===== src/rtl/tt_scan_pkg.sv =====
// tt_scan_pkg: shared state encoding and sizing helpers for the truth-table scan engine.
package tt_scan_pkg;
  typedef enum logic {IDLE, HOLD} state_t;
  localparam int SETTLE_W = 4;
  function automatic int nvec(input int n);
    return 1 << n;
  endfunction
endpackage


===== src/rtl/tt_vec_counter.sv =====
// tt_vec_counter: steps the vector index, holding each one for SETTLE+1 cycles.
module tt_vec_counter import tt_scan_pkg::*; #(
  parameter int N_IN   = 3,
  parameter int SETTLE = 0
) (
  input  logic            clk,
  input  logic            rst_n,
  input  logic            i_clear,
  input  logic            i_run,
  output logic [N_IN-1:0] o_vec,
  output logic            o_sample_en,
  output logic            o_last_vec
);
  localparam logic [N_IN:0]         LAST_IDX = (N_IN+1)'(nvec(N_IN) - 1);
  localparam logic [SETTLE_W-1:0]   HOLD_END = SETTLE_W'(SETTLE);
  logic [N_IN:0]       r_idx;
  logic [SETTLE_W-1:0] r_cnt;
  assign o_vec       = r_idx[N_IN-1:0];
  assign o_sample_en = i_run && (r_cnt == HOLD_END);
  assign o_last_vec  = r_idx == LAST_IDX;
  // the index returns to 0 after the last sample rather than wrapping onto an unsampled value
  always_ff @(posedge clk or negedge rst_n) begin
    if (!rst_n) begin
      r_idx <= '0;
      r_cnt <= '0;
    end else if (i_clear) begin
      r_idx <= '0;
      r_cnt <= '0;
    end else if (o_sample_en) begin
      r_idx <= o_last_vec ? '0 : r_idx + (N_IN+1)'(1);
      r_cnt <= '0;
    end else if (i_run) begin
      r_cnt <= r_cnt + SETTLE_W'(1);
    end
  end
endmodule


===== src/rtl/tt_scan_initiator.sv =====
// tt_scan_initiator: walks every input vector of a combinational block and captures its truth table.
// Optional TT_CHECK_EN adds exp_tt/mismatch/fail_idx comparison against an expected table.
module tt_scan_initiator import tt_scan_pkg::*; #(
  parameter int N_IN   = 3,
  parameter int N_OUT  = 2,
  parameter int SETTLE = 0
) (
  input  logic                         clk,
  input  logic                         rst_n,
  input  logic                         start,
  output logic                         busy,
  output logic                         done,
  output logic [N_IN-1:0]              vec,
  input  logic [N_OUT-1:0]             fout,
  output logic [N_OUT*nvec(N_IN)-1:0]  tt
`ifdef TT_CHECK_EN
  ,
  input  logic [N_OUT*nvec(N_IN)-1:0]  exp_tt,
  output logic                         mismatch,
  output logic [N_IN-1:0]              fail_idx
`endif
);
  localparam int NV = nvec(N_IN);
  localparam int TW = N_OUT * NV;
  state_t          r_state;
  logic            w_accept;
  logic            w_sample;
  logic            w_last;
  logic [TW-1:0]   w_tt_next;
  assign w_accept = (r_state == IDLE) && start;
  tt_vec_counter #(.N_IN(N_IN), .SETTLE(SETTLE)) u_cnt (
    .clk         (clk),
    .rst_n       (rst_n),
    .i_clear     (w_accept),
    .i_run       (r_state == HOLD),
    .o_vec       (vec),
    .o_sample_en (w_sample),
    .o_last_vec  (w_last)
  );
  for (genvar k = 0; k < N_OUT; k++) begin : g_out
    for (genvar i = 0; i < NV; i++) begin : g_vec
      assign w_tt_next[k*NV+i] = (vec == N_IN'(i)) ? fout[k] : tt[k*NV+i];
    end
  end
`ifdef TT_CHECK_EN
  logic [TW-1:0] r_exp;
  logic [TW-1:0] w_bit_diff;
  for (genvar k = 0; k < N_OUT; k++) begin : g_chk_out
    for (genvar i = 0; i < NV; i++) begin : g_chk_vec
      assign w_bit_diff[k*NV+i] = (vec == N_IN'(i)) && (fout[k] != r_exp[k*NV+i]);
    end
  end
`endif
  always_ff @(posedge clk or negedge rst_n) begin
    if (!rst_n) begin
      r_state <= IDLE;
      busy    <= 1'b0;
      done    <= 1'b0;
      tt      <= '0;
`ifdef TT_CHECK_EN
      r_exp    <= '0;
      mismatch <= 1'b0;
      fail_idx <= '0;
`endif
    end else begin
      done <= 1'b0;
      if (w_accept) begin
        r_state <= HOLD;
        busy    <= 1'b1;
        tt      <= '0;
`ifdef TT_CHECK_EN
        r_exp    <= exp_tt;
        mismatch <= 1'b0;
        fail_idx <= '0;
`endif
      end else if (w_sample) begin
        tt <= w_tt_next;
`ifdef TT_CHECK_EN
        if (|w_bit_diff && !mismatch) begin
          mismatch <= 1'b1;
          fail_idx <= vec;
        end
`endif
        if (w_last) begin
          r_state <= IDLE;
          busy    <= 1'b0;
          done    <= 1'b1;
        end
      end
    end
  end
endmodule


===== config.mk =====
export PLATFORM = sky130hd
export DESIGN_NAME = tt_scan_initiator
export DESIGN_NICKNAME = d
export VERILOG_FILES = /design/src/rtl/tt_scan_pkg.sv /design/src/rtl/tt_vec_counter.sv /design/src/rtl/tt_scan_initiator.sv
export SDC_FILE = /design/constraint.sdc
export NUM_CORES = 1
export LEC_CHECK = 0
export BUFFER_PORTS_ARGS = -buffer_cell sky130_fd_sc_hd__buf_4
export CAP_MARGIN = 10
export CORE_ASPECT_RATIO = 1.75
export CORE_UTILIZATION = 28
export DETAILED_ROUTE_END_ITERATION = 16
export GPL_TIMING_DRIVEN = 0
export SYNTH_ARGS = -nofsm -noshare
export SYNTH_HDL_FRONTEND = slang
export SYNTH_HIERARCHICAL = 1
export SYNTH_SLANG_ARGS = --single-unit

===== constraint.sdc =====
create_clock -name clk -period 2.4 [get_ports clk]
set_clock_uncertainty 0.05 [all_clocks]
set_input_delay 0.12 -clock clk [delete_from_list [all_inputs] [get_ports clk]]
set_output_delay 0.12 -clock clk [all_outputs]
set_load 0.005 [all_outputs]

Yosys cells after proc, flatten, opt, wreduce, memory -nomap -nowiden
Cells that the tools add are included.
{"block": "classes", "add_sub_neg": 2, "n_mul": 0, "div": 0, "n_lt_le_gt_ge": 0, "n_eq_ne": 8, "shift": 0, "mux": 30, "n_bitwise": 1, "reduce_logical": 24}
{"cell": "$mux 16", "count": 2}
{"cell": "$mux 4", "count": 6}
{"cell": "$mux 1", "count": 22}
{"cell": "$reduce_bool 2->1", "count": 10}
{"cell": "$reduce_and 2->1", "count": 9}
{"cell": "$eq 3x3->1 const B", "count": 4}
{"cell": "$add 4x1->4 const B", "count": 2}
{"cell": "$eq 3x2->1 const B", "count": 2}
{"cell": "$eq 4x3->1 const B", "count": 1}
{"cell": "$logic_not 4->1", "count": 1}
{"cell": "$eq 3x1->1 const B", "count": 1}
{"cell": "$logic_not 3->1", "count": 1}
{"cell": "$reduce_bool 3->1", "count": 1}
{"cell": "$logic_and 1x1->1", "count": 2}
{"cell": "$not 1->1", "count": 1}
{"block": "totals", "ff_bits": 26, "latch_bits": 0, "ram_bits": 0, "rom_bits": 0, "inputBits": 5, "out_inout_bits": 21, "wordCells": 77, "n_memories": 0}

Logic depth before layout (Yosys ltp)
Gate-level depths: netlist of run 1.
{"block": "logic_depth", "ltp_word": 4, "mapped_depth": 8, "mapped_depth_nobuf": 6}

Modules after synthesis
The synthesis of run 1 kept the hierarchy.
{"mod": "tt_scan_initiator", "n_inst": 1, "cells_per_inst": 68, "area_each_um2": 740.7, "seq_area_each_um2": 450.4}
{"mod": "tt_vec_counter", "n_inst": 1, "cells_per_inst": 46, "area_each_um2": 484.2, "seq_area_each_um2": 200.2}

Worst setup path after synthesis of run 1
Ideal clock, no wire load.
{"block": "synth_timing", "kind": "flip-flop to flip-flop", "startpoint": "register u_cnt.r_cnt[0]", "endpoint": "register tt[8]", "setup_time_ns": 0.125, "t_arrival_ns": 1.656, "slack_ns": 0.568, "path_stages_with_launch": 9, "path_buffers": 2, "cell_sequence": "dfrtp_1 > inv_1 > ha_1 > and4bb_1 > buf_6 > buf_4 > or4b_4 > nand3_1 > o21ai_1"}
{"block": "synth_between", "elab_chain_len": 4}
{"item": "start: declaration", "line_no": "tt_vec_counter.sv:17", "rtl": "logic [SETTLE_W-1:0] r_cnt;"}
{"item": "start signal: assignment", "line_no": "tt_vec_counter.sv:33", "rtl": "r_cnt <= r_cnt + SETTLE_W'(1);"}
{"item": "$logic_not 4->1", "line_no": "tt_vec_counter.sv:19", "rtl": "assign o_sample_en = i_run && (r_cnt == HOLD_END);"}
{"item": "$logic_and 1x1->1", "line_no": "tt_vec_counter.sv:19"}
{"item": "via w_sample", "line_no": "tt_scan_initiator.sv:27", "rtl": "logic w_sample;"}
{"item": "$reduce_bool 2->1 (no line)"}
{"item": "$reduce_and 2->1 (no line)"}
{"item": "end signal: assignment", "line_no": "tt_scan_initiator.sv:77", "rtl": "tt <= w_tt_next;"}
{"item": "end: declaration", "line_no": "tt_scan_initiator.sv:15", "rtl": "output logic [N_OUT*nvec(N_IN)-1:0] tt"}
The timed path passes the listed nets, and every way through them passes these cells.
A chain may end at the register's enable or synchronous reset.

Worst setup path after layout of run 1
{"block": "layout_timing", "startpoint": "register r_state", "endpoint": "register u_cnt.r_idx[0]"}
{"block": "layout_between", "elab_chain_len": 3}
{"item": "start: declaration", "line_no": "tt_scan_initiator.sv:25", "rtl": "state_t r_state;"}
{"item": "start signal: assignment", "line_no": "tt_scan_initiator.sv:56", "rtl": "r_state <= IDLE;"}
{"item": "start signal: assignment", "line_no": "tt_scan_initiator.sv:68", "rtl": "r_state <= HOLD;"}
{"item": "start signal: assignment", "line_no": "tt_scan_initiator.sv:85", "rtl": "r_state <= IDLE;"}
{"item": "$not 1->1 *", "line_no": "tt_scan_initiator.sv:30", "rtl": "assign w_accept = (r_state == IDLE) && start;"}
{"item": "$logic_and 1x1->1 *", "line_no": "tt_scan_initiator.sv:30"}
{"item": "via w_accept", "line_no": "tt_scan_initiator.sv:26", "rtl": "logic w_accept;"}
{"item": "$mux 4 / $reduce_bool 2->1 (equally long branches)"}
{"item": "end signal: assignment", "line_no": "tt_vec_counter.sv:30", "rtl": "r_idx <= o_last_vec ? '0 : r_idx + (N_IN+1)'(1);"}
{"item": "end: declaration", "line_no": "tt_vec_counter.sv:16", "rtl": "logic [N_IN:0] r_idx;"}
Mark *: on every way through the listed nets, which the timed path passes. The rest lies on a longest branch.

==> qor.log, run 1 <==
qor: outcome.outcome finished clean
qor: synth.synth_warnings 6
qor: synth.synth.top_cells.by_area sky130_fd_sc_hd__dfrtp_1 (53%), sky130_fd_sc_hd__nand3_1 (6.5%), sky130_fd_sc_hd__o21ai_0 (5.7%)
qor: layout.post_layout_nonfiller_instances 193
qor: power.clockPowerShare 15.4%
qor: drt.routed_wire_length_per_instance 13.1 µm
qor: synth.post-synth-top-area-fraction 53.1%
qor: critical_path.crit_family buffers and inverters
qor: clocking.numClockSinks 26
qor: clocking.clock_latency 0.26 ns
qor: clocking.cts-buffers-inserted 3
qor: layout.layout-drive-gt1-share 26.4%
qor: timing.fin_crit 2.00 ns
qor: power.power.switching 0.606 mW
qor: clocking.clock-root-buffer sky130_fd_sc_hd__clkbuf_8
qor: layout.final.fill_count 411
qor: power.part_of_the_total_power_dissipated_in_sequential_elements 43.2%
qor: critical_path.crit_type reg -> reg
qor: timing.min_period_over_period 83.1%
qor: timing.timing_worst_slew_pin_value 0.461 ns
qor: global_routing.gr_met1_demand_resource 12.4%
qor: clocking.cts_max_path_buffers 2
qor: global_routing.globalRouteTotalUtil 12.2%
qor: clocking.cts-htree-levels 1
qor: layout.n_antenna_cell 0
qor: placed_design.pre_cts_slack 0.386 ns
qor: critical_path.critPathLaunchType flop
qor: timing.setup_viol_count_final 0
qor: timing.grt_setup_unrepaired no
qor: synth.syn-instance-count 114
qor: power.cellPowerDensity 1170 nW/µm²
qor: clocking.cts_tree built
qor: layout.area_delta_synth_final 25.6%
qor: floorplan.placeableCoreArea 4150 µm²
qor: timing.maximum_clock_rate 0.501 GHz
qor: power.power.internal 1.19 mW
qor: synth.synthDistinctLibCells 31
qor: timing.setup-tns-final 0 ns
qor: worst_hold_path.whs_endpoint r_state
qor: critical_path.crit_path_frequent_cell sky130_fd_sc_hd__clkbuf_1
qor: critical_path.worst_setup_path_end_kind flop
qor: layout.multi_input_comb_area 509 µm²
qor: drt.wl 2520 µm
qor: floorplan.num_ports 26
qor: clocking.clock_pin_slew_worst_setup_and_hold_paths 0.09 ns
qor: placed_design.detailedPlacementHpwl 1890 µm
qor: floorplan.initial_core_util 29.5%
qor: drt.drtPass1Iterations 4
qor: flow_run.maxCapViolCount 0
qor: synth.synth-edff-count 0
qor: critical_path.setup.reg_to_reg.worst_slack 0.40 ns
qor: drt.via_per_inst 4.84
qor: synth.yosys-top-cells-count sky130_fd_sc_hd__dfrtp_1 (26), sky130_fd_sc_hd__nand3_1 (16), sky130_fd_sc_hd__o21ai_0 (14)
qor: timing.slew_headroom 69.3%
qor: critical_path.critPathSlowestCell sky130_fd_sc_hd__dfrtp_1
qor: drt.vias 934
qor: critical_path.critical_path.cell_chain nand2b_1 > clkbuf_1 > inv_1 > clkbuf_1 > or3b_1 > o31ai_1
qor: power.power.ir.vdd_worst 0.568 mV
qor: power.power.combinational.fraction 41.4%
qor: critical_path.reg2reg_to u_cnt/r_idx[0]
qor: critical_path.setup.worst_path.start r_state
qor: global_routing.antenna_found_initial 0
qor: floorplan.die_area 4650 µm²
qor: power.switching_share 33.7%
qor: timing.total_count_of_hold_check_failures_in_the_final_report 0
qor: synth.syn-mean-instance-area 10.7 µm²
qor: synth.syn_nets 122
qor: synth.post-synth-top-count-cell sky130_fd_sc_hd__dfrtp_1
qor: critical_path.rr_worst_depth 6
qor: timing.slew_violations 0
qor: critical_path.worst_endpoint_required_time 2.52 ns
qor: power.p_leak 0.734 nW
qor: worst_hold_path.whs_path_depth 3
qor: critical_path.arrival_time_worst_endpoint 2.12 ns
qor: placed_design.routabilityCongestion 0.765
qor: synth.share_of_the_yosys_chip_area_belonging_to_registers 53.1%
qor: synth.async_flop_share 100%
qor: drt.final_antenna_net_count 0
qor: floorplan.die-height 89.5 µm
qor: timing.layout_setup_ws 0.405 ns
qor: global_routing.grt_first_pass_wirelength 4200 µm
qor: synth.ys_seq_elements 26
qor: global_routing.globalRouteMet2Util 23.1%
qor: synth.postSynth.topFlopCell sky130_fd_sc_hd__dfrtp_1
qor: critical_path.worst_path_largest_cell_delay 0.51 ns
qor: layout.post-route-util 37.1%
qor: placed_design.numPlacedInstances 188
qor: synth.synth_top_area_cell sky130_fd_sc_hd__dfrtp_1
qor: critical_path.worstReg2RegStart r_state
qor: layout.finalNetCount 153
qor: synth.mappedNetlistArea 1220 µm²
qor: placed_design.port-buffer-count 25
qor: global_routing.via_count_of_the_first_global_routing_pass 961
qor: global_routing.globalRouteOverflowTotal 0
qor: layout.regArea 651 µm²
qor: drt.dr.first_iter.drc_count 11
qor: clocking.cts_setup_buffers 0
qor: global_routing.highest_utilization_routing_layer_at_the_global_route_stage met2
qor: floorplan.num_rows 31
qor: global_routing.gr-usage-met3 2.55%
qor: global_routing.grt_start_max_net_pins 27
qor: floorplan.dieWidth 52 µm
qor: worst_hold_path.worst_hold_startpoint start
qor: drt.detail_route.drc_violations 0
qor: worst_hold_path.hp-class in -> reg
qor: critical_path.crit_path_max_fo 10
qor: critical_path.cp.buffers_inverters 3
## cell families (layout without fill, tap and decap cells)
kind of cell | after synthesis | after routing | synth area share (%)
mux | 3 | 3 | 2.86
flops | 26 | 26 | 53.1
buf+inv | 11 | 41 | 5.31
simple gates | 47 | 47 | 24.6
compound gates | 22 | 22 | 9.60
xor+xnor | 2 | 2 | 1.43
fa+ha+maj | 3 | 3 | 3.06
## area by class of cell
cell class	count	area share [%]
Clock buffer	4	3.58
Buffer	8	3.50
Tap cell	49	3.98
Inverter	3	0.732
Timing Repair Buffer	26	12.8
Sequential cell	26	42.3
Multi-Input combinational cell	77	33.1
## power by group through the flow
stage	combinational [mW]	clock, mW	sequential [mW]
floorplan	0.426	0	0.771
global placement	0.722	0	0.774
detailed placement	0.754	0	0.789
CTS	0.757	0.285	0.780
global route	0.852	0.308	0.805
finish	0.745	0.276	0.777
## metal layers
layer	wire length, µm	up-vias
li1	-	467
met1	965	449
met2	1400	16
met3	131	2
met4	21	0
met5	0	-
## stage by stage
step | power [mW] | hold slack (ns) | cell area (µm²)
2_1_floorplan | 1.20 | -0.226 | 1220
6_report | 1.80 | 0.0839 | 1540
4_1_cts | 1.82 | 0.0804 | 1540
5_1_grt | 1.96 | 0.0921 | 1540
3_3_place_gp | 1.50 | -0.00345 | 1470
3_5_place_dp | 1.54 | 0.000353 | 1470
## worst register-to-register path: stages (launching register included)
cell and delay (ns):
sky130_fd_sc_hd__dfrtp_1 0.51, sky130_fd_sc_hd__nand2b_1 0.16, sky130_fd_sc_hd__clkbuf_1 0.37, sky130_fd_sc_hd__inv_1 0.10, sky130_fd_sc_hd__clkbuf_1 0.23, sky130_fd_sc_hd__or3b_1 0.41, sky130_fd_sc_hd__o31ai_1 0.07
## cell usage in the layout, fill, tap and decap left out, drive strengths merged
cell	Yosys	layout
o31ai	1	1
or4b	1	1
nand4bb	3	3
clkbuf	2	6
mux2i	2	2
nand3	16	16
nor2	6	6
o21ai	18	18
nand4	3	3
nand2	4	4
nor2b	2	2
ha	3	3
inv	3	3
and4bb	1	1
nor3	2	2
dlygate4sd3	0	1
dfrtp	26	26
or3b	1	1
nand2b	3	3
buf	6	31
nand4b	3	3
mux2	1	1
or2b	1	1
a31oi	1	1
a31o	1	1
a21oi	1	1
and3	1	1
xor2	2	2
## flip-flops by register name, indices dropped and copies added (netlist names)
signal	count
u_cnt/r_idx	4
r_state	1
done	1
tt	16
u_cnt/r_cnt	4
## how the worst max path moves through the flow
stage | to | slack (ns) | depth (start not counted)
4_1_cts | u_cnt/r_idx[0] | 0.37 | 6
5_1_grt | u_cnt/r_idx[0] | 0.19 | 6
6_report | u_cnt/r_idx[0] | 0.40 | 6
2_1_floorplan | tt[8] | 0.57 | 8
3_5_place_dp | u_cnt/r_idx[0] | 0.39 | 6
3_3_place_gp | u_cnt/r_idx[0] | 0.42 | 6
## repair_timing
action,in CTS,in global routing
hold endpoints to repair,26,0
resized for setup,0,0
hold buffers,1,0
Note: power is estimated with default switching activity, not from simulation.
==> run 2, diff against run 1 <==
--- a/config.mk
+++ b/config.mk
@@ -5,6 +5,7 @@
 export SDC_FILE = /design/constraint.sdc
 export NUM_CORES = 1
 export LEC_CHECK = 0
+export ABC_AREA = 1
 export BUFFER_PORTS_ARGS = -buffer_cell sky130_fd_sc_hd__buf_4
 export CAP_MARGIN = 10
 export CORE_ASPECT_RATIO = 1.75
==> constraint.sdc (replaced) <==
create_clock -name clk -period 1.9 [get_ports clk]
set_clock_uncertainty 0.05 [all_clocks]
set_input_delay 0.095 -clock clk [delete_from_list [all_inputs] [get_ports clk]]
set_output_delay 0.095 -clock clk [all_outputs]
set_load 0.005 [all_outputs]
==> run 2 against run 1 <==
Compared with the run above:
- global-route usage increased by 1.5 points
- combinational power rose by 45%
- core utilization fell by 0.99 points
- routed wire length is 21% higher
- register-to-register slack lost 0.11 ns
- critical path type unchanged
==> qor.log, run 2 <==
qor: critical_path.critical_path.cell_chain inv_1 > ha_1 > nand2_2 > nor2_4 > nand2_1 > nor2_1 > nand2_1 > nand2_1
qor: synth.syn-instance-count 172
qor: layout.area_delta_synth_final 23.3%
qor: critical_path.worstReg2RegStart u_cnt/r_cnt[0]
qor: critical_path.setup.reg_to_reg.worst_slack 0.30 ns
qor: power.power.combinational.fraction 45.7%
qor: global_routing.grt_first_pass_wirelength 4990 µm
qor: clocking.cts-buffers-inserted 3
qor: drt.drtPass1Iterations 4
qor: power.cellPowerDensity 1410 nW/µm²
qor: synth.async_flop_share 100%
qor: synth.post-synth-top-area-fraction 47.6%
qor: flow_run.maxCapViolCount 0
qor: critical_path.arrival_time_worst_endpoint 1.78 ns
qor: layout.n_antenna_cell 0
qor: clocking.clock-root-buffer sky130_fd_sc_hd__clkbuf_8
qor: global_routing.globalRouteTotalUtil 13.7%
qor: layout.commonest_non_fill_non_tap_cells_in_the_layout sky130_fd_sc_hd__nand2_1 (62), sky130_fd_sc_hd__buf_4 (29), sky130_fd_sc_hd__dfrtp_1 (26)
qor: placed_design.port-buffer-count 25
qor: clocking.clock_latency 0.27 ns
qor: global_routing.globalRouteOverflowTotal 0
qor: critical_path.setup.worst_path.start u_cnt/r_cnt[0]
qor: placed_design.routabilityCongestion 0.892
qor: drt.wl 3060 µm
qor: timing.fin_crit 1.60 ns
qor: synth.post-synth-top-count-cell sky130_fd_sc_hd__nand2_1
qor: layout.finish.instance_area 1680 µm²
qor: synth.synth.top_cells.by_area sky130_fd_sc_hd__dfrtp_1 (48%), sky130_fd_sc_hd__nand2_1 (17%), sky130_fd_sc_hd__nand3_1 (8.4%)
qor: outcome.outcome finished clean
qor: drt.final_antenna_net_count 0
qor: clocking.cts_tree built
qor: floorplan.placeableCoreArea 4670 µm²
qor: synth.syn_nets 180
qor: worst_hold_path.hp-class in -> reg
qor: clocking.clock_pin_slew_worst_setup_and_hold_paths 0.09 ns
qor: timing.maximum_clock_rate 0.624 GHz
qor: critical_path.critPathLaunchType flop
qor: power.p_leak 0.933 nW
qor: placed_design.placement_cell_area 1620 µm²
qor: timing.total_count_of_hold_check_failures_in_the_final_report 0
qor: layout.most_common_library_cell_in_the_layout_ignoring_fill_and_taps sky130_fd_sc_hd__nand2_1
qor: layout.largest_register_ff_count 16
qor: critical_path.reg2reg_to tt[15]
qor: critical_path.crit_end tt[15]
qor: floorplan.die-height 94.4 µm
qor: floorplan.dieWidth 54.8 µm
qor: timing.min_period_over_period 84.4%
qor: drt.routed_wire_length_per_instance 12.0 µm
qor: synth.share_of_the_yosys_chip_area_belonging_to_registers 47.6%
qor: timing.timing_worst_slew_pin_value 0.350 ns
qor: clocking.cts_setup_buffers 0
qor: power.power.switching 0.932 mW
qor: global_routing.grt_start_max_net_pins 27
qor: floorplan.die_area 5170 µm²
qor: layout.finalNetCount 211
qor: placed_design.detailedPlacementHpwl 2310 µm
qor: placed_design.pre_cts_slack 0.338 ns
qor: synth.ys_seq_elements 26
qor: critical_path.crit_path_max_fo 6
qor: floorplan.num_rows 33
qor: synth.yosys-top-cells-count sky130_fd_sc_hd__nand2_1 (62), sky130_fd_sc_hd__dfrtp_1 (26), sky130_fd_sc_hd__nand3_1 (23)
qor: critical_path.worst_endpoint_required_time 2.07 ns
qor: synth.synthDistinctLibCells 20
qor: synth.synth_top_area_cell sky130_fd_sc_hd__dfrtp_1
qor: critical_path.rr_worst_depth 8
qor: critical_path.crit_type reg -> reg
qor: timing.layout_setup_ws 0.297 ns
qor: drt.vias 1169
qor: floorplan.num_ports 26
qor: global_routing.antenna_found_initial 0
qor: layout.layout-drive-gt1-share 23.3%
qor: power.power.internal 1.44 mW
qor: drt.detail_route.drc_violations 0
qor: timing.setup-tns-final 0 ns
qor: synth.syn-mean-instance-area 7.94 µm²
qor: clocking.cts_max_path_buffers 2
qor: clocking.cts_hold_buffers 1
qor: critical_path.critPathSlowestCell sky130_fd_sc_hd__dfrtp_1
qor: clocking.cts-htree-levels 1
qor: layout.regMostFlops tt
qor: floorplan.initial_core_util 29.3%
qor: power.part_of_the_total_power_dissipated_in_sequential_elements 38.9%
qor: power.power.ir.vdd_worst 0.541 mV
qor: global_routing.via_count_of_the_first_global_routing_pass 1141
qor: drt.via_per_inst 4.60
qor: placed_design.numPlacedInstances 249
qor: layout.post_layout_nonfiller_instances 254
qor: synth.synth_warnings 6
qor: timing.setup_viol_count_final 0
qor: critical_path.worst_setup_path_end_kind flop
qor: timing.slew_headroom 76.7%
qor: power.clockPowerShare 15.4%
qor: timing.grt_setup_unrepaired no
qor: synth.synth-edff-count 0
qor: critical_path.crit_path_frequent_cell sky130_fd_sc_hd__nand2_1
qor: drt.dr.first_iter.drc_count 22
qor: clocking.cts-resized-gates 0
qor: critical_path.worst_path_largest_cell_delay 0.41 ns
qor: synth.postSynth.topFlopCell sky130_fd_sc_hd__dfrtp_1
qor: layout.final.fill_count 482
qor: layout.reg.largest.list tt: 16 flops, u_cnt/r_cnt: 4 flops, u_cnt/r_idx: 4 flops
qor: synth.mappedNetlistArea 1370 µm²
qor: clocking.numClockSinks 26
qor: power.switching_share 39.4%
qor: timing.slew_violations 0
==> run 2: cell types whose count changed after synthesis, sizes merged, moves of 3 or more <==
cell     change
nand4bb      -3
nand4b       -3
inv         +15
nand3        +7
nand2b       -3
nor2        +17
nand2       +61
o21ai       -16
==> run 2: metal layers <==
metal | global-route usage [%] | up-vias | share of wire [%]
met1 | 14.4 | 548 | 39
met2 | 23.5 | 23 | 54
met4 | 9.83 | 0 | 4.0
li1 | - | 590 | -
met5 | 0 | - | 0
met3 | 1.61 | 8 | 2.8
==> run 2: cells by family (layout without fill, tap and decap cells) <==
logic type | after synthesis | after routing | synth area share [%]
AND/OR/NAND/NOR | 113 | 113 | 38.5
flip-flops | 26 | 26 | 47.6
buffers and inverters | 24 | 54 | 7.88
AO/OA/AOI/OAI | 5 | 5 | 2.66
adder cells (fa/ha/maj) | 3 | 3 | 2.75
XOR/XNOR | 1 | 1 | 0.641
==> run 2: worst max-delay path: cells and delay by family, from the launching register on <==
kind                       cells  cell delay, ns
adders and majority gates      1            0.18
buffers and inverters          1            0.09
DFF                            1            0.41
and+or+nand+nor                6            0.80
==> run 2: final cells by class <==
cell class              count  area [µm²]  share of cell area [%]
well taps                  52        65.1                    3.86
multi-input cells         122         608                    36.1
inverters                  20        77.6                    4.61
flip-flops and latches     26         651                    38.6
clock buffers               4        55.1                    3.27
repair buffers             26         198                    11.7
plain buffers               4        30.0                    1.78
==> run 2: worst min path at each step <==
stage,cells past startpoint,to,from,slack (ns)
finish,4,tt[7],start,0.14
global route,4,tt[7],start,0.14
CTS,4,tt[7],start,0.14
detailed placement,1,tt[2],rst_n,-0.02
global placement,1,tt[2],rst_n,-0.02
floorplan,0,done,rst_n,-0.25
==> run 2: metrics by stage <==
stage	power, mW	hold WS, ns	utilization (%)
floorplan	1.61	-0.251	-
global placement	2.02	-0.0203	34.7
detailed placement	2.03	-0.0165	34.7
CTS	2.40	0.136	36.1
global route	2.59	0.140	36.1
finish	2.37	0.136	36.1
==> run 2: power groups by stage <==
stage	logic, mW	registers (mW)	clock network (mW)
finish	1.08	0.920	0.366
global route	1.24	0.952	0.392
CTS	1.10	0.923	0.374
detailed placement	1.09	0.935	0
global placement	1.08	0.937	0
floorplan	0.689	0.917	0
==> run 3, diff against run 2 <==
==> constraint.sdc (replaced) <==
create_clock -name clk -period 1.3 [get_ports clk]
set_clock_uncertainty 0.05 [all_clocks]
set_input_delay 0.065 -clock clk [delete_from_list [all_inputs] [get_ports clk]]
set_output_delay 0.065 -clock clk [all_outputs]
set_load 0.005 [all_outputs]
==> run 3 against run 2 <==
Compared with the run above:
- the run now ends with negative setup slack left
- sequential share of layout area decreased by 4.3 points
- clock power increased by 85%
- setup slack got worse by 0.45 ns
- clock-buffer cell count decreased by 1
- routed wire length increased by 5.9%
- non-clock buffer count increased by 11
- die area unchanged
- worst hold slack got worse by 0.069 ns
- first-iteration DRC count decreased by 64%
==> qor.log, run 3 (same netlist as run 2, synthesis figures left out) <==
qor: layout.most_common_library_cell_in_the_layout_ignoring_fill_and_taps sky130_fd_sc_hd__nand2_1
qor: power.cellPowerDensity 2110 nW/µm²
qor: clocking.clock_latency 0.27 ns
qor: placed_design.detailedPlacementHpwl 2310 µm
qor: critical_path.arrival_time_worst_endpoint 1.58 ns
qor: timing.grt_setup_unrepaired yes
qor: outcome.outcome finished with violations
qor: layout.reg.largest.list tt: 16 flops, u_cnt/r_cnt: 4 flops, u_cnt/r_idx: 4 flops
qor: power.power.ir.vdd_worst 1.09 mV
qor: global_routing.gr-usage-met3 1.93%
qor: layout.layout-drive-gt1-share 39.4%
qor: floorplan.num_rows 33
qor: drt.drtPass1Iterations 4
qor: clocking.cts-buffers-inserted 3
qor: global_routing.globalRouteTotalUtil 13.7%
qor: layout.n_antenna_cell 0
qor: global_routing.highest_utilization_routing_layer_at_the_global_route_stage met2
qor: timing.hold-worst-slack 0.0679 ns
qor: timing.min_period_over_period 112%
qor: timing.maximum_clock_rate 0.690 GHz
qor: drt.dr.first_iter.drc_count 8
qor: clocking.clock-root-buffer sky130_fd_sc_hd__clkbuf_8
qor: floorplan.initial_core_util 29.3%
qor: critical_path.reg2reg_to tt[8]
qor: power.power.switching 1.54 mW
qor: worst_hold_path.hp-class in -> reg
qor: flow_run.maxCapViolCount 0
qor: clocking.cts_max_path_buffers 2
qor: global_routing.grt_start_max_net_pins 27
qor: timing.layout_setup_ws -0.150 ns
qor: critical_path.setup.reg_to_reg.worst_slack -0.15 ns
qor: critical_path.crit_family simple AND/OR/NAND/NOR gates
qor: layout.finalNetCount 222
qor: floorplan.dieWidth 54.8 µm
qor: global_routing.antenna_found_initial 0
qor: critical_path.cp.buffers_inverters 2
qor: critical_path.worst_setup_path_end_kind flop
qor: power.power.combinational.fraction 49.3%
qor: drt.vias 1220
qor: timing.setup_viol_count_final 16
qor: worst_hold_path.whs_path_depth 4
qor: critical_path.critPathLaunchType flop
qor: timing.fin_crit 1.45 ns
qor: layout.post-route-util 40.7%
qor: clocking.clock_pin_slew_worst_setup_and_hold_paths 0.10 ns
qor: layout.multi_input_comb_area 702 µm²
qor: critical_path.setup.worst_path.start u_cnt/r_cnt[0]
qor: placed_design.port-buffer-count 25
qor: global_routing.globalRouteOverflowTotal 0
qor: outcome.violations_in_the_final_reports negative setup slack
qor: critical_path.worstReg2RegStart u_cnt/r_cnt[0]
qor: global_routing.grt_first_pass_wirelength 5170 µm
qor: drt.wl 3240 µm
qor: layout.regArea 652 µm²
qor: clocking.cts-htree-levels 1
qor: layout.largest_register_ff_count 16
qor: floorplan.die-height 94.4 µm
qor: critical_path.worst_endpoint_required_time 1.43 ns
qor: power.switching_share 38.7%
qor: layout.commonest_non_fill_non_tap_cells_in_the_layout sky130_fd_sc_hd__nand2_1 (56), sky130_fd_sc_hd__buf_4 (40), sky130_fd_sc_hd__dfrtp_1 (25)
qor: worst_hold_path.whs_endpoint tt[0]
qor: layout.regMostFlops tt
qor: timing.slew_violations 0
qor: global_routing.via_count_of_the_first_global_routing_pass 1174
qor: floorplan.placeableCoreArea 4670 µm²
qor: global_routing.gr_met1_demand_resource 15.5%
qor: clocking.cts_tree built
qor: clocking.numClockSinks 26
qor: critical_path.rr_worst_depth 9
qor: floorplan.num_ports 26
qor: placed_design.routabilityCongestion 0.826
qor: drt.final_antenna_net_count 0
qor: power.power.internal 2.45 mW
qor: power.p_leak 1.00 nW
qor: power.part_of_the_total_power_dissipated_in_sequential_elements 33.8%
qor: global_routing.globalRouteMet2Util 24.3%
qor: critical_path.critical_path.cell_chain inv_2 > ha_4 > nand2_4 > nor2_4 > inv_2 > nor2_4 > nand2_2 > nand3_2 > nand2_1
qor: layout.final.fill_count 482
qor: timing.total_count_of_hold_check_failures_in_the_final_report 0
qor: power.clockPowerShare 16.9%
qor: layout.area_delta_synth_final 38.9%
qor: critical_path.crit_path_max_fo 6
qor: drt.routed_wire_length_per_instance 12.2 µm
qor: layout.finish.instance_area 1900 µm²
qor: floorplan.die_area 5170 µm²
qor: worst_hold_path.worst_hold_startpoint start
qor: critical_path.worst_path_largest_cell_delay 0.41 ns
qor: drt.via_per_inst 4.60
qor: critical_path.crit_type reg -> reg
qor: drt.detail_route.drc_violations 0
qor: critical_path.critPathSlowestCell sky130_fd_sc_hd__dfrtp_1
qor: timing.slew_headroom 76.9%
qor: placed_design.placement_cell_area 1640 µm²
qor: timing.timing_worst_slew_pin_value 0.346 ns
==> run 3: metal layers <==
layer  routed length (µm)  up-vias
met5                    0        -
met4                   34        0
met3                   90        2
met2                 1870       17
met1                 1240      588
li1                     -      613
==> run 3: how the worst max path moves through the flow <==
stage	end	slack, ns	depth (start not counted)
finish	tt[8]	-0.15	9
global route	tt[6]	-0.26	9
CTS	tt[1]	-0.13	8
detailed placement	tt[9]	-0.17	9
global placement	tt[15]	-0.16	9
floorplan	tt[0]	-0.02	9
==> run 3: metrics by stage <==
step	setup slack (ns)	TNS, ns	std cells	power (mW)
2_1_floorplan	-0.0173	-0.192	172	2.44
3_3_place_gp	-0.160	-2.82	249	3.04
3_5_place_dp	-0.172	-2.96	249	3.06
4_1_cts	-0.133	-2.03	258	3.87
5_1_grt	-0.256	-3.74	265	4.33
6_report	-0.150	-2.12	265	4.00
==> run 3: power groups by stage <==
| stage | logic [mW] | clock network [mW] | registers, mW |
|---|---|---|---|
| global route | 2.21 | 0.731 | 1.39 |
| finish | 1.97 | 0.676 | 1.35 |
| global placement | 1.67 | 0 | 1.37 |
| floorplan | 1.10 | 0 | 1.35 |
| detailed placement | 1.69 | 0 | 1.38 |
| CTS | 1.82 | 0.705 | 1.35 |
==> run 3: tightest hold or removal path: cells and delay by family <==
family	cells	cell delay [ns]
buffers and inverters	1	0.11
and+or+nand+nor	3	0.18
==> run 3: final cells by class <==
cell class,instances,share of cell area (%)
buffer,4,1.58
inverter,20,5.14
clock buffer,3,2.18
multi-input combinational,122,37.0
tap,52,3.43
sequential,26,34.3
timing repair buffer,37,14.8
clock inverter,1,1.58
==> run 3: repair_timing <==
action | in CTS | in global routing
buffers inserted | 4 | 7
pin swaps | 3 | 4
hold endpoints to repair | 26 | 0
setup endpoints to repair | 23 | 25
hold buffers | 1 | 0
resized for setup | 8 | 19
